===== config.mk =====
export PLATFORM = sky130hd
export DESIGN_NAME = seq_divider_flat
export DESIGN_NICKNAME = d
export VERILOG_FILES = /design/src/rtl/seq_divider_pkg.sv /design/src/rtl/seq_divider_if.sv /design/src/rtl/seq_divider_step.sv /design/src/rtl/seq_divider.sv /design/src/flat_wrapper.sv
export SDC_FILE = /design/constraint.sdc
export NUM_CORES = 1
export LEC_CHECK = 0
export ABC_AREA = 1
export ABC_CLOCK_PERIOD_IN_PS = 2400
export BUFFER_PORTS_ARGS = -buffer_cell sky130_fd_sc_hd__buf_2
export CORE_MARGIN = 5
export CORE_UTILIZATION = 50
export DETAILED_ROUTE_END_ITERATION = 10
export GPL_ROUTABILITY_DRIVEN = 0
export PLACE_DENSITY = 0.77
export SLEW_MARGIN = 20
export SYNTH_ARGS = -nofsm -noshare
export SYNTH_HDL_FRONTEND = slang
export SYNTH_SLANG_ARGS = --single-unit

===== constraint.sdc =====
create_clock -name clk -period 2.4 [get_ports clk]
set_input_delay 0.24 -clock clk [delete_from_list [all_inputs] [get_ports clk]]
set_output_delay 0.24 -clock clk [all_outputs]
set_load 0.01 [all_outputs]

===== src/rtl/seq_divider_pkg.sv =====
// Shared definitions for the sequential divider: FSM state codes, default width
// and the two's-complement magnitude helper.
package cpu_div_pkg;
   localparam int DEFAULT_WIDTH = 32;
   localparam int MAX_W         = 64;

   localparam logic [2:0] IDLE = 3'd0;
   localparam logic [2:0] PREP = 3'd1;
   localparam logic [2:0] ITER = 3'd2;
   localparam logic [2:0] FIX  = 3'd3;
   localparam logic [2:0] DONE = 3'd4;

   // Magnitude of the w-bit two's-complement value held in the low bits of v.
   // The most negative value maps to itself, which is its unsigned magnitude.
   function automatic logic [MAX_W-1:0] abs_w(input logic [MAX_W-1:0] v, input int unsigned w);
      logic [MAX_W-1:0] mask;
      mask = (w >= MAX_W) ? '1 : ((MAX_W'(1) << w) - MAX_W'(1));
      if (((v >> (w - 1)) & MAX_W'(1)) != '0)
         return (~v + MAX_W'(1)) & mask;
      return v & mask;
   endfunction
endpackage


===== src/rtl/seq_divider_if.sv =====
// Operand/result bundle between the ALU sequencer and the divider.
interface seq_divider_if import cpu_div_pkg::*; #(parameter int WIDTH = DEFAULT_WIDTH);
   logic               start;
   logic               signed_op;
   logic [WIDTH-1:0]   dividend;
   logic [WIDTH-1:0]   divisor;
   logic               busy;
   logic               done;
   logic [WIDTH-1:0]   quotient;
   logic [WIDTH-1:0]   remainder;
   logic [2*WIDTH-1:0] z_out;
   logic               div0;
   logic               ovf;

   modport master (
      output start, signed_op, dividend, divisor,
      input  busy, done, quotient, remainder, z_out, div0, ovf
   );
   modport slave (
      input  start, signed_op, dividend, divisor,
      output busy, done, quotient, remainder, z_out, div0, ovf
   );
endinterface


===== src/rtl/seq_divider_step.sv =====
// One restoring-division iteration: shift in the next dividend bit, subtract if it fits.
module div_step import cpu_div_pkg::*; #(
   parameter int WIDTH = DEFAULT_WIDTH
) (
   input  logic [WIDTH-1:0] r,
   input  logic             a_msb,
   input  logic [WIDTH-1:0] b,
   output logic [WIDTH-1:0] r_next,
   output logic             q_bit
);
   // The shifted remainder needs one extra bit: r < b can still overflow WIDTH bits after the shift.
   logic [WIDTH:0]   shifted;
   logic [WIDTH-1:0] diff;

   always_comb begin
      shifted = {r, a_msb};
      diff    = shifted[WIDTH-1:0] - b;
      q_bit   = (shifted >= {1'b0, b});
      r_next  = q_bit ? diff : shifted[WIDTH-1:0];
   end
endmodule


===== src/rtl/seq_divider.sv =====
// Multi-cycle signed/unsigned divider, one quotient bit per cycle, results held
// in dedicated output registers that update only when an operation completes.
module seq_divider import cpu_div_pkg::*; #(
   parameter int WIDTH = DEFAULT_WIDTH
) (
   input logic          clk,
   input logic          clr,
   seq_divider_if.slave bus
);
   localparam int CNT_W = $clog2(WIDTH) + 1;
   localparam logic [WIDTH-1:0] MIN_VAL = {1'b1, {(WIDTH-1){1'b0}}};

   logic [2:0]       state_q, state_d;
   logic [CNT_W-1:0] cnt_q, cnt_d;
   logic [WIDTH-1:0] dvd_raw_q, dvd_raw_d, dvs_raw_q, dvs_raw_d;
   logic [WIDTH-1:0] a_q, a_d, b_q, b_d, r_q, r_d;
   logic [WIDTH-1:0] quot_q, quot_d, rem_q, rem_d;
   logic             sgn_op_q, sgn_op_d, neg_q_q, neg_q_d, neg_r_q, neg_r_d;
   logic             zero_div_q, zero_div_d, div0_q, div0_d, ovf_q, ovf_d;
   logic [WIDTH-1:0] r_step;
   logic             q_step;

   div_step #(.WIDTH(WIDTH)) u_step (
      .r      (r_q),
      .a_msb  (a_q[WIDTH-1]),
      .b      (b_q),
      .r_next (r_step),
      .q_bit  (q_step)
   );

   always_comb begin
      state_d    = state_q;
      cnt_d      = cnt_q;
      dvd_raw_d  = dvd_raw_q;
      dvs_raw_d  = dvs_raw_q;
      a_d        = a_q;
      b_d        = b_q;
      r_d        = r_q;
      quot_d     = quot_q;
      rem_d      = rem_q;
      sgn_op_d   = sgn_op_q;
      neg_q_d    = neg_q_q;
      neg_r_d    = neg_r_q;
      zero_div_d = zero_div_q;
      div0_d     = div0_q;
      ovf_d      = ovf_q;
      case (state_q)
         IDLE: begin
            if (bus.start) begin
               dvd_raw_d = bus.dividend;
               dvs_raw_d = bus.divisor;
               sgn_op_d  = bus.signed_op;
               div0_d    = 1'b0;
               ovf_d     = 1'b0;
               state_d   = PREP;
            end
         end
         PREP: begin
            a_d        = sgn_op_q ? WIDTH'(abs_w(MAX_W'(dvd_raw_q), WIDTH)) : dvd_raw_q;
            b_d        = sgn_op_q ? WIDTH'(abs_w(MAX_W'(dvs_raw_q), WIDTH)) : dvs_raw_q;
            neg_q_d    = sgn_op_q & (dvd_raw_q[WIDTH-1] ^ dvs_raw_q[WIDTH-1]);
            neg_r_d    = sgn_op_q & dvd_raw_q[WIDTH-1];
            zero_div_d = (dvs_raw_q == '0);
            r_d        = '0;
            cnt_d      = '0;
            state_d    = (dvs_raw_q == '0) ? FIX : ITER;
         end
         ITER: begin
            // The dividend register shifts left and collects quotient bits in its LSB.
            r_d   = r_step;
            a_d   = {a_q[WIDTH-2:0], q_step};
            cnt_d = cnt_q + CNT_W'(1);
            if (cnt_q == CNT_W'(WIDTH - 1))
               state_d = FIX;
         end
         FIX: begin
            if (zero_div_q) begin
               quot_d = '1;
               rem_d  = dvd_raw_q;
               div0_d = 1'b1;
            end else begin
               quot_d = neg_q_q ? -a_q : a_q;
               rem_d  = neg_r_q ? -r_q : r_q;
               ovf_d  = sgn_op_q && (dvd_raw_q == MIN_VAL) && (dvs_raw_q == '1);
            end
            state_d = DONE;
         end
         DONE:    state_d = IDLE;
         default: state_d = IDLE;
      endcase
   end

   always_ff @(posedge clk or negedge clr) begin
      if (!clr) begin
         state_q    <= IDLE;
         cnt_q      <= '0;
         dvd_raw_q  <= '0;
         dvs_raw_q  <= '0;
         a_q        <= '0;
         b_q        <= '0;
         r_q        <= '0;
         quot_q     <= '0;
         rem_q      <= '0;
         sgn_op_q   <= 1'b0;
         neg_q_q    <= 1'b0;
         neg_r_q    <= 1'b0;
         zero_div_q <= 1'b0;
         div0_q     <= 1'b0;
         ovf_q      <= 1'b0;
      end else begin
         state_q    <= state_d;
         cnt_q      <= cnt_d;
         dvd_raw_q  <= dvd_raw_d;
         dvs_raw_q  <= dvs_raw_d;
         a_q        <= a_d;
         b_q        <= b_d;
         r_q        <= r_d;
         quot_q     <= quot_d;
         rem_q      <= rem_d;
         sgn_op_q   <= sgn_op_d;
         neg_q_q    <= neg_q_d;
         neg_r_q    <= neg_r_d;
         zero_div_q <= zero_div_d;
         div0_q     <= div0_d;
         ovf_q      <= ovf_d;
      end
   end

   assign bus.busy      = (state_q != IDLE);
   assign bus.done      = (state_q == DONE);
   assign bus.quotient  = quot_q;
   assign bus.remainder = rem_q;
   assign bus.z_out     = {rem_q, quot_q};
   assign bus.div0      = div0_q;
   assign bus.ovf       = ovf_q;
endmodule


===== src/flat_wrapper.sv =====
// flat-port wrapper written by rule: the top's interface ports become plain ports
module seq_divider_flat import cpu_div_pkg::*;
#(
   parameter int WIDTH = DEFAULT_WIDTH
)
  (clk, clr, bus_start, bus_signed_op, bus_dividend, bus_divisor, bus_busy, bus_done, bus_quotient, bus_remainder, bus_z_out, bus_div0, bus_ovf);
  seq_divider_if #(.WIDTH(WIDTH)) bus_i ();
  input logic clk;
  input logic clr;
  input wire logic [$bits(bus_i.start)-1:0] bus_start;
  input wire logic [$bits(bus_i.signed_op)-1:0] bus_signed_op;
  input wire logic [$bits(bus_i.dividend)-1:0] bus_dividend;
  input wire logic [$bits(bus_i.divisor)-1:0] bus_divisor;
  output wire logic [$bits(bus_i.busy)-1:0] bus_busy;
  output wire logic [$bits(bus_i.done)-1:0] bus_done;
  output wire logic [$bits(bus_i.quotient)-1:0] bus_quotient;
  output wire logic [$bits(bus_i.remainder)-1:0] bus_remainder;
  output wire logic [$bits(bus_i.z_out)-1:0] bus_z_out;
  output wire logic [$bits(bus_i.div0)-1:0] bus_div0;
  output wire logic [$bits(bus_i.ovf)-1:0] bus_ovf;
  assign bus_i.start = bus_start;
  assign bus_i.signed_op = bus_signed_op;
  assign bus_i.dividend = bus_dividend;
  assign bus_i.divisor = bus_divisor;
  assign bus_busy = bus_i.busy;
  assign bus_done = bus_i.done;
  assign bus_quotient = bus_i.quotient;
  assign bus_remainder = bus_i.remainder;
  assign bus_z_out = bus_i.z_out;
  assign bus_div0 = bus_i.div0;
  assign bus_ovf = bus_i.ovf;
  seq_divider #(.WIDTH(WIDTH)) u_core (.clk(clk), .clr(clr), .bus(bus_i));
endmodule

==> metrics.txt, run 1 <==
core region area 0.0323 mm^2; Final min period around 2.3 ns; initial antenna violation count 0; CTS root buffer clkbuf_16; Worst setup SP type flip-flop; crit path DAT between 2 and 3 ns; min-delay src bus_dividend[13]; post-detailed-route count of antenna-violating nets 0; largest stage delay on the critical path about 0.42 ns; sequential share of the synthesized area 36.9%; crit-path most repeated cell nand2_1; I/O Pins 200; Crit. End Element flip-flop; worst flop-to-flop path startpoint u_core.r_q[6]; FFs w/ async S/R, synth 100%; crit path max fanout 26; clk_lat worst skew 0.54 ns; PwrDens 1600 mW/mm^2; Initial Util about half; vias in the first global route about 16000; slew margin rel. 50.2%; Critical Path Start u_core.r_q[6]; worst hold-check path type in -> reg; synthesized area per cell roughly 6.8 um^2; Net Count, Synth 2497; VDD IR max between 700 and 800 uV; die width 190 um; Worst Path Required ~2.8 ns; DP HPWL 40100 um; Final Routed Wirelength 53200 um; clk slew on worst S/H paths approximately 0.06 ns; Antenna Cells 0; Yosys cell types between 40 and 50; height of the die between 150 and 200 um; first-pass GRT wire length around 84000 um; Fmax 435 MHz; Clock Skew 0.0125 ns; Layout area overhead 19.4%; status finished, final reports clean; GR Util met3 3.76%; Slowest cell on crit path dfrtp_1; pin count of the biggest net entering global routing 64; Max clock buf depth 3; GRT Util Overall between 20% and 30%; layout cells sized above 1 14.1%; Final Cycle Share roughly 96%; Post-Synthesis Cells ~2400; drt initial violations 1905; total CTS buffers 27; worst slew pin tran about 0.75 ns; Slew Limit Fails 0; Synth Flop Type dfrtp_1; Final nets 2724; final setup fails 0; Post-synth EDFFs 0; GRT overflow 0; maxcap violations 0; DIE AREA between 0.03 and 0.04 mm^2; IO Port Bufs roughly 200; most common cell after layout, fill and taps aside nand2_1; Site Rows 66; # DRC 0; vias after detailed routing 17100; mapped cell area 0.0162 mm^2; CTS tree built; TritonRoute pass-1 iters 6; TritonCTS Sinks around 240; Leakage 9.95 nW; CP top delay family simple AND/OR/NAND/NOR gates; GR Layer Usage met1 36.9%; detailed-route wire length per cell 17.3 um; most frequent cells in the layout nand2_1 (736), inv_1 (327), dfrtp_1 (238), nand3_1 (231), buf_2 (198); WHS 0.0183 ns; #FFs+latches synth about 240; H-Tree Depth 1; met2 Use GR 47.0%; GRT busiest layer met2; Buf/Inv on CP 1; Fin. Hold Viols 0; fin cells just over 3000; Vias/cell 5.54; Critical Path, Cell by Cell ha_1 > nand2_1 > nor2_2 > nand3_1 > nand3_2 > nand2_1 > nand2_1 > nand3_2 > nand2_2 > buf_12 > nand2_1 > nand3_1 > nand2_1; Yosys warnings 0; CP Class reg -> reg; Placed Cells 2963
area by class of cell:
type,count,area (um^2)
fillers,2907,12900
clock buffers,41,808
clock inverters,8,72.6
repair buffers,343,2330
inverters,336,1260
multi-input cells,1670,8340
flip-flops and latches,239,5980
well taps,442,553
where the power goes:
group / switching, W / internal (W)
combinational: 0.0121 / 0.00681
clock: 0.00170 / 0.00242
sequential: 0.00207 / 0.00588
total: 0.0159 / 0.0151
layer usage:
metal  wire length, um  share of wire [%]
met5                 0                  0
met4              3300                6.2
met3              4950                9.3
met2             24400                 46
met1             20500                 39
worst min-delay path, delay by kind of cell:
family                 cells  cell delay [ns]
AND/OR/NAND/NOR            1             0.09
buffers and inverters      1             0.09
AO/OA/AOI/OAI              1             0.09
path summary, 6_finish.rpt:
check | depth (start not counted) | slack (ns) | endpoint
max | 13 | 0.10 | u_core.r_q[20]
min | 3 | 0.02 | u_core.dvd_raw_q[13]
max reg2reg | 13 | 0.10 | u_core.r_q[20]
min reg2reg | 2 | 0.49 | u_core.b_q[26]
max in group asynchronous | 3 | 1.37 | u_core.b_q[18]
min in group asynchronous | 2 | 0.23 | u_core.a_q[0]
metrics by stage:
stage	power (W)	TNS (ns)	setup WS (ns)	util, %	area (um^2)
6_report	0.0310	0	0.103	60.0	19400
5_1_grt	0.0334	-0.00596	-0.00596	60.0	19400
4_1_cts	0.0302	0	0.0111	59.3	19200
3_5_place_dp	0.0258	0	0.0195	54.5	17600
3_3_place_gp	0.0254	0	0.109	54.5	17600
2_1_floorplan	0.0203	0	0.428	-	16200
what timing repair did:
action,in CTS,in global routing
endpoints found under the hold margin,122,0
setup buffers,0,1
resized for setup,0,35
endpoints found under the setup margin,0,35
hold buffers,66,0
cell families after synthesis:
kind of cell,Yosys count,share of synthesized area [%]
AO/OA/AOI/OAI,299,10.9
adder cells (fa/ha/maj),39,3.06
buffers and inverters,481,12.8
AND/OR/NAND/NOR,1266,32.7
flip-flops,239,36.9
XOR/XNOR,66,3.57
registers in the layout (all words and copies together), names as in the netlist:
register,count
u_core.neg_r_q,1
u_core.bus.quotient,32
u_core.sgn_op_q,1
u_core.dvs_raw_q,32
u_core.zero_div_q,1
u_core.neg_q_q,1
u_core.bus.remainder,32
u_core.bus.div0,1
u_core.bus.ovf,1
u_core.r_q,32
u_core.b_q,32
u_core.a_q,32
u_core.cnt_q,6
u_core.state_q,3
u_core.dvd_raw_q,32
synthesized netlist by cell type (2+ instances only):
library cell | number | area (um^2)
o22ai_1 | 18 | 113
o21bai_1 | 9 | 67.6
xor2_1 | 49 | 429
nand3b_1 | 8 | 60.1
a22oi_1 | 24 | 180
nand3_1 | 231 | 1160
a31oi_1 | 14 | 87.6
dfrtp_1 | 239 | 5980
xnor2_1 | 17 | 149
o21ai_0 | 141 | 706
nor4_1 | 10 | 62.6
a21oi_1 | 45 | 225
buf_4 | 67 | 503
or2_2 | 8 | 50.1
o221ai_1 | 23 | 201
nor3_1 | 26 | 130
inv_1 | 329 | 1230
o31ai_1 | 6 | 45.0
o211ai_1 | 12 | 90.1
nand3_2 | 2 | 20.0
and2_1 | 9 | 56.3
ha_1 | 38 | 475
buf_1 | 6 | 22.5
nand2_1 | 737 | 2770
nor2_2 | 3 | 18.8
inv_2 | 5 | 18.8
buf_2 | 17 | 85.1
clkinv_1 | 2 | 7.51
nor2_1 | 195 | 732
nand4_1 | 32 | 200
clkbuf_1 | 55 | 206
(Power assumes the default switching activity.)
==> run 2: changes to the inputs <==
--- a/config.mk
+++ b/config.mk
@@ -6,14 +6,15 @@
 export NUM_CORES = 1
 export LEC_CHECK = 0
 export ABC_AREA = 1
-export ABC_CLOCK_PERIOD_IN_PS = 2400
+export ABC_CLOCK_PERIOD_IN_PS = 1900
 export BUFFER_PORTS_ARGS = -buffer_cell sky130_fd_sc_hd__buf_2
+export CELL_PAD_IN_SITES_DETAIL_PLACEMENT = 1
+export CELL_PAD_IN_SITES_GLOBAL_PLACEMENT = 2
 export CORE_MARGIN = 5
-export CORE_UTILIZATION = 50
+export CORE_UTILIZATION = 30
 export DETAILED_ROUTE_END_ITERATION = 10
 export GPL_ROUTABILITY_DRIVEN = 0
-export PLACE_DENSITY = 0.77
-export SLEW_MARGIN = 20
+export PLACE_DENSITY = 0.85
 export SYNTH_ARGS = -nofsm -noshare
 export SYNTH_HDL_FRONTEND = slang
 export SYNTH_SLANG_ARGS = --single-unit
==> constraint.sdc (replaced) <==
create_clock -name clk -period 1.9 [get_ports clk]
set_input_delay 0.19 -clock clk [delete_from_list [all_inputs] [get_ports clk]]
set_output_delay 0.19 -clock clk [all_outputs]
set_load 0.01 [all_outputs]
==> metrics.txt, run 2 (synthesized netlist as in run 1, its figures left out) <==
status finished, violations left (was finished, final reports clean); failing checks negative setup slack; clk_lat worst skew 0.61 ns (was 0.54 ns); Crit. End Element flip-flop (unchanged); drt initial violations 1037 (was 1905); final setup TNS -8.26 ns (was 0 ns); first-pass GRT wire length 108000 um (was 83800 um); most common cell after layout, fill and taps aside nand2_1 (unchanged); Initial Util 30.2% (was 50.2%); Max clock buf depth 3 (unchanged); unrepaired setup endpoints after global routing yes; crit path DAT 2.73 ns (was 2.72 ns); TritonCTS Sinks 239 (unchanged); VDD IR max 828 uV (was 777 uV); Layout area overhead 48.4% (was 19.4%); Post-Layout Inst Area 0.0240 mm^2 (was 0.0194 mm^2); slack of the worst reg-to-reg path -0.31 ns (was 0.10 ns); TritonRoute pass-1 iters 6 (unchanged); Buf/Inv on CP 1 (unchanged); CP top delay family simple AND/OR/NAND/NOR gates (unchanged); Worst setup SP type flip-flop (unchanged); detailed-route wire length per cell 20.1 um (was 17.3 um); Slowest cell on crit path dfrtp_2 (was dfrtp_1); final setup fails 34 (was 0); Slew Limit Fails 0 (unchanged); height of the die 242 um (was 190 um); CTS root buffer clkbuf_16 (unchanged); Worst Path Required 2.42 ns (was 2.83 ns); Site Rows 85 (was 66); DIE AREA 0.0588 mm^2 (was 0.0361 mm^2); layout cells sized above 1 36.3% (was 14.1%); pin count of the biggest net entering global routing 71 (was 64); die width 242 um (was 190 um); Critical Path, Cell by Cell ha_4 > buf_4 > nand2_1 > nand2_1 > a21oi_1 > nand2_1 > a21oi_2 > nand2_1 > nand2_1 > nand2_1 > nand2_1 > nand3_1 > nand2_1 (was ha_1 > nand2_1 > nor2_2 > nand3_1 > nand3_2 > nand2_1 > nand2_1 > nand3_2 > nand2_2 > buf_12 > nand2_1 > nand3_1 > nand2_1); initial antenna violation count 0 (unchanged); CTS tree built (unchanged); Placed Instance Area 0.0198 mm^2 (was 0.0176 mm^2); worst flop-to-flop path startpoint u_core.r_q[18] (was u_core.r_q[6]); Vias/cell 5.10 (was 5.54); H-Tree Depth 1 (unchanged); largest stage delay on the critical path 0.47 ns (was 0.42 ns); crit-path most repeated cell nand2_1 (unchanged); IO Port Bufs 199 (unchanged); vias after detailed routing 18400 (was 17100); most frequent cells in the layout nand2_1 (613), buf_4 (284), inv_1 (264), dfrtp_1 (217), buf_2 (198) (was nand2_1 (736), inv_1 (327), dfrtp_1 (238), nand3_1 (231), buf_2 (198)); Final Cycle Share 116% (was 95.7%); WHS 0.0811 ns (was 0.0183 ns); CP Class reg -> reg (unchanged); Clock Skew 0.0356 ns (was 0.0125 ns); Fmax 453 MHz (was 435 MHz); Final nets 2984 (was 2724); GRT Util Overall 22.6% (was 28.5%); worst hold-check path type in -> async (was in -> reg); Leakage 11.7 nW (was 9.95 nW); worst slew pin tran 0.556 ns (was 0.746 ns); post-detailed-route count of antenna-violating nets 0 (unchanged); DP HPWL 53200 um (was 40100 um); Final Routed Wirelength 72200 um (was 53200 um); core region area 0.0537 mm^2 (was 0.0323 mm^2); I/O Pins 200 (unchanged); clk slew on worst S/H paths 0.06 ns (about the same); Antenna Cells 0 (unchanged); Fin. Hold Viols 0 (unchanged); vias in the first global route 19300 (was 16100); crit path max fanout 3 (was 26); GRT overflow 0 (unchanged); final worst slack -0.310 ns (was 0.103 ns); worst reg-to-reg path cell count 13 (unchanged); PwrDens 2190 mW/mm^2 (was 1600 mW/mm^2); total CTS buffers 30 (was 27); Final min period 2.21 ns (was 2.30 ns); slew margin rel. 62.9% (was 50.2%); maxcap violations 0 (unchanged); # DRC 0 (unchanged); RR Endpoint u_core.r_q[28] (was u_core.r_q[20])
==> run 2: cell count changes in the layout (fill, tap and decap cells not counted), sizes merged, moves of 2 or more <==
| cell | change |
|---|---|
| buf | +251 |
| clkbuf | +5 |
| clkinv | +6 |
| clkinvlp | +2 |
| inv | -2 |
==> run 2: layout make-up <==
type | count | area (um^2)
Clock buffer | 41 | 882
Clock inverter | 15 | 156
Fill cell | 6599 | 29700
Inverter | 336 | 1280
Multi-Input combinational cell | 1670 | 10200
Sequential cell | 239 | 6010
Tap cell | 696 | 871
Timing Repair Buffer | 600 | 4610
==> run 2: metal layers <==
layer	global-route usage (%)	vias up	share of wire (%)
met1	28.2	9175	41
met3	3.03	128	4.8
met5	0	-	0
met2	40.4	453	50
li1	-	8595	-
met4	7.10	0	3.9
==> run 2: metrics by stage <==
| stage | instances | util (%) | total power, W | worst slack [ns] |
|---|---|---|---|---|
| after floorplan | 2390 | - | 0.0261 | 0.0000627 |
| after global placement | 3425 | 36.9 | 0.0376 | -0.491 |
| after detailed placement | 3425 | 36.9 | 0.0386 | -0.531 |
| after CTS | 3563 | 41.6 | 0.0474 | -0.260 |
| after global routing | 3597 | 44.8 | 0.0561 | -0.418 |
| final | 3597 | 44.8 | 0.0526 | -0.310 |
==> run 2: worst max path at each step <==
stage	cells after the start	slack, ns	to	start
after floorplan	15	0.00006	u_core.r_q[25]	u_core.r_q[10]
after global placement	14	-0.49	u_core.r_q[31]	u_core.r_q[25]
after detailed placement	14	-0.53	u_core.r_q[31]	u_core.r_q[25]
after CTS	15	-0.26	u_core.r_q[8]	u_core.b_q[26]
after global routing	13	-0.42	u_core.r_q[13]	u_core.b_q[6]
final	13	-0.31	u_core.r_q[28]	u_core.r_q[18]
==> run 2: worst register-to-register path, delay by kind of cell (launching register included) <==
family | cells | cell delay [ns]
compound gates | 2 | 0.43
fa+ha+maj | 1 | 0.30
buf+inv | 1 | 0.16
flops | 1 | 0.47
simple gates | 9 | 0.77
==> run 2: repair_timing <==
item / 4_1_cts / 5_1_grt
hold endpoints to repair: 305 / 0
pin swaps: 34 / 168
cloned: 1 / 6
setup endpoints to repair: 89 / 106
hold buffers: 67 / 0
gates resized for setup: 193 / 392
setup buffers: 15 / 35
==> run 2: report_power, final <==
group	switching (W)	leakage [nW]	internal [W]
logic	0.0214	8.25	0.0152
clock network	0.00248	0.520	0.00352
registers	0.00262	2.96	0.00747
==> run 3: changes to the inputs <==
--- a/config.mk
+++ b/config.mk
@@ -7,7 +7,7 @@
 export LEC_CHECK = 0
 export ABC_AREA = 1
 export ABC_CLOCK_PERIOD_IN_PS = 1900
-export BUFFER_PORTS_ARGS = -buffer_cell sky130_fd_sc_hd__buf_2
+export BUFFER_PORTS_ARGS = -buffer_cell sky130_fd_sc_hd__buf_4
 export CELL_PAD_IN_SITES_DETAIL_PLACEMENT = 1
 export CELL_PAD_IN_SITES_GLOBAL_PLACEMENT = 2
 export CORE_MARGIN = 5
==> metrics.txt, run 3 (synthesized netlist as in run 1, its figures left out) <==
status finished, violations left (unchanged); failing checks negative setup slack (unchanged); CTS root buffer clkbuf_16 (unchanged); Max Used Layer met4 (unchanged); met2 routed WL 34800 um (was 36300 um); unrepaired setup endpoints after global routing yes (unchanged); Worst Path Required 2.34 ns (was 2.42 ns); worst slew pin tran 0.566 ns (was 0.556 ns); IO Port Bufs 199 (unchanged); Final min period 2.20 ns (was 2.21 ns); Fmax 455 MHz (was 453 MHz); # DRC 0 (unchanged); TritonCTS Sinks 239 (unchanged); initial antenna violation count 1 (was 0); Final Routed Wirelength 70800 um (was 72200 um); Max clock buf depth 3 (unchanged); crit path DAT 2.64 ns (was 2.73 ns); GRT Util Overall 22.9% (was 22.6%); post-detailed-route count of antenna-violating nets 0 (unchanged); Placed Cells 3431 (was 3425); clk_lat worst skew 0.56 ns (was 0.61 ns); detailed-route wire length per cell 19.6 um (was 20.1 um); H-Tree Depth 2 (was 1); worst flop-to-flop path startpoint u_core.r_q[17] (was u_core.r_q[18]); Leakage 11.7 nW (about the same); final setup fails 37 (was 34); met1 WL 29500 um (was 29700 um); Final Cycle Share 116% (about the same); PwrDens 2170 mW/mm^2 (was 2190 mW/mm^2); core region area 0.0537 mm^2 (unchanged); TritonRoute pass-1 iters 5 (was 6); GRT overflow 0 (unchanged); Site Rows 85 (unchanged); vias after detailed routing 18300 (was 18400); maxcap violations 0 (unchanged); Slew Limit Fails 0 (unchanged); DIE AREA 0.0588 mm^2 (unchanged); slew margin rel. 62.2% (was 62.9%); fillers 6590 (was 6599); crit path max fanout 4 (was 3); CP Class reg -> reg (unchanged); drt initial violations 1091 (was 1037); height of the die 242 um (unchanged); VDD IR max 822 uV (was 828 uV); slack of the worst reg-to-reg path -0.30 ns (was -0.31 ns); total CTS buffers 34 (was 30); Layout area overhead 47.9% (was 48.4%); Crit. End Element flip-flop (unchanged); most frequent cells in the layout nand2_1 (657), buf_4 (487), inv_1 (283), dfrtp_1 (220), nand3_1 (183) (was nand2_1 (613), buf_4 (284), inv_1 (264), dfrtp_1 (217), buf_2 (198)); Fin. Hold Viols 0 (unchanged); Worst setup SP type flip-flop (unchanged); DP HPWL 52900 um (was 53200 um); layout cells sized above 1 31.9% (was 36.3%); final setup TNS -8.64 ns (was -8.26 ns); Clock Skew 0.0188 ns (was 0.0356 ns); RR Endpoint u_core.r_q[27] (was u_core.r_q[28]); Final nets 2992 (was 2984); first-pass GRT wire length 109000 um (was 108000 um); worst hold-check path type in -> async (unchanged); WHS 0.0705 ns (was 0.0811 ns); most common cell after layout, fill and taps aside nand2_1 (unchanged); pin count of the biggest net entering global routing 68 (was 71); DR WL met3 3460 um (was 3430 um); die width 242 um (unchanged); fin cells 3606 (was 3597); Vias/cell 5.09 (was 5.10); vias in the first global route 19400 (was 19300); worst reg-to-reg path cell count 13 (unchanged); Initial Util 30.2% (unchanged); final worst slack -0.299 ns (was -0.310 ns); I/O Pins 200 (unchanged); CTS tree built (unchanged); clk slew on worst S/H paths 0.06 ns (about the same)
-- run 3: worst max path at each step --
stage                              start        endpoint  slack, ns  cells past startpoint
after floorplan           u_core.r_q[10]  u_core.r_q[25]    0.00006                     15
after global placement    u_core.b_q[12]  u_core.r_q[22]      -0.38                     16
after detailed placement  u_core.b_q[12]  u_core.r_q[13]      -0.45                     16
after CTS                 u_core.r_q[29]  u_core.r_q[25]      -0.26                     14
after global routing      u_core.r_q[17]  u_core.r_q[21]      -0.39                     13
final                     u_core.r_q[17]  u_core.r_q[27]      -0.30                     13
-- run 3: power by group --
| part | internal [W] | total, W | switching (W) |
|---|---|---|---|
| Combinational | 0.0154 | 0.0358 | 0.0204 |
| Sequential | 0.00747 | 0.0101 | 0.00259 |
| Clock | 0.00356 | 0.00615 | 0.00259 |
| Total | 0.0264 | 0.0520 | 0.0256 |
-- run 3: routing by layer --
| metal | up-vias | track usage [%] |
|---|---|---|
| li1 | 8603 | - |
| met1 | 9087 | 28.7 |
| met2 | 516 | 40.2 |
| met3 | 142 | 3.19 |
| met4 | 0 | 8.48 |
| met5 | - | 0 |
-- run 3: repair_timing --
action                                 CTS  global route
setup endpoints to repair               80           134
buffers inserted                        23            23
endpoints found under the hold margin  305             0
cloned                                   3             1
hold buffers                            67             0
resized for setup                      171           246
pin swaps                               36            89
-- run 3: metrics by stage --
step	total power (W)	utilization (%)	setup WS [ns]	instance area, um^2
floorplan	0.0261	-	0.0000627	16400
global placement	0.0388	37.9	-0.379	20300
detailed placement	0.0396	37.9	-0.452	20300
CTS	0.0490	42.8	-0.258	23000
global route	0.0556	44.6	-0.388	24000
finish	0.0520	44.6	-0.299	24000
-- run 3: area by class of cell --
type | count | area, um^2 | area share [%]
clock buffer | 48 | 965 | 4.02
multi-input combinational | 1670 | 9660 | 40.3
clock inverter | 12 | 83.8 | 0.350
tap | 696 | 871 | 3.63
sequential | 239 | 6000 | 25.0
antenna | 1 | 2.50 | 0.0104
timing repair buffer | 604 | 5110 | 21.3
inverter | 336 | 1280 | 5.35
-- run 3: worst max-delay path, stage by stage (launching register included) --
cell	delay [ns]
dfrtp_2	0.46
ha_4	0.33
nand2_1	0.12
buf_4	0.16
nor2_1	0.19
nand2_1	0.15
nor3_2	0.20
nand2_1	0.11
nand2_1	0.08
nand2_1	0.05
nand2_1	0.08
nand2_2	0.06
nand3_2	0.05
nand2_1	0.04
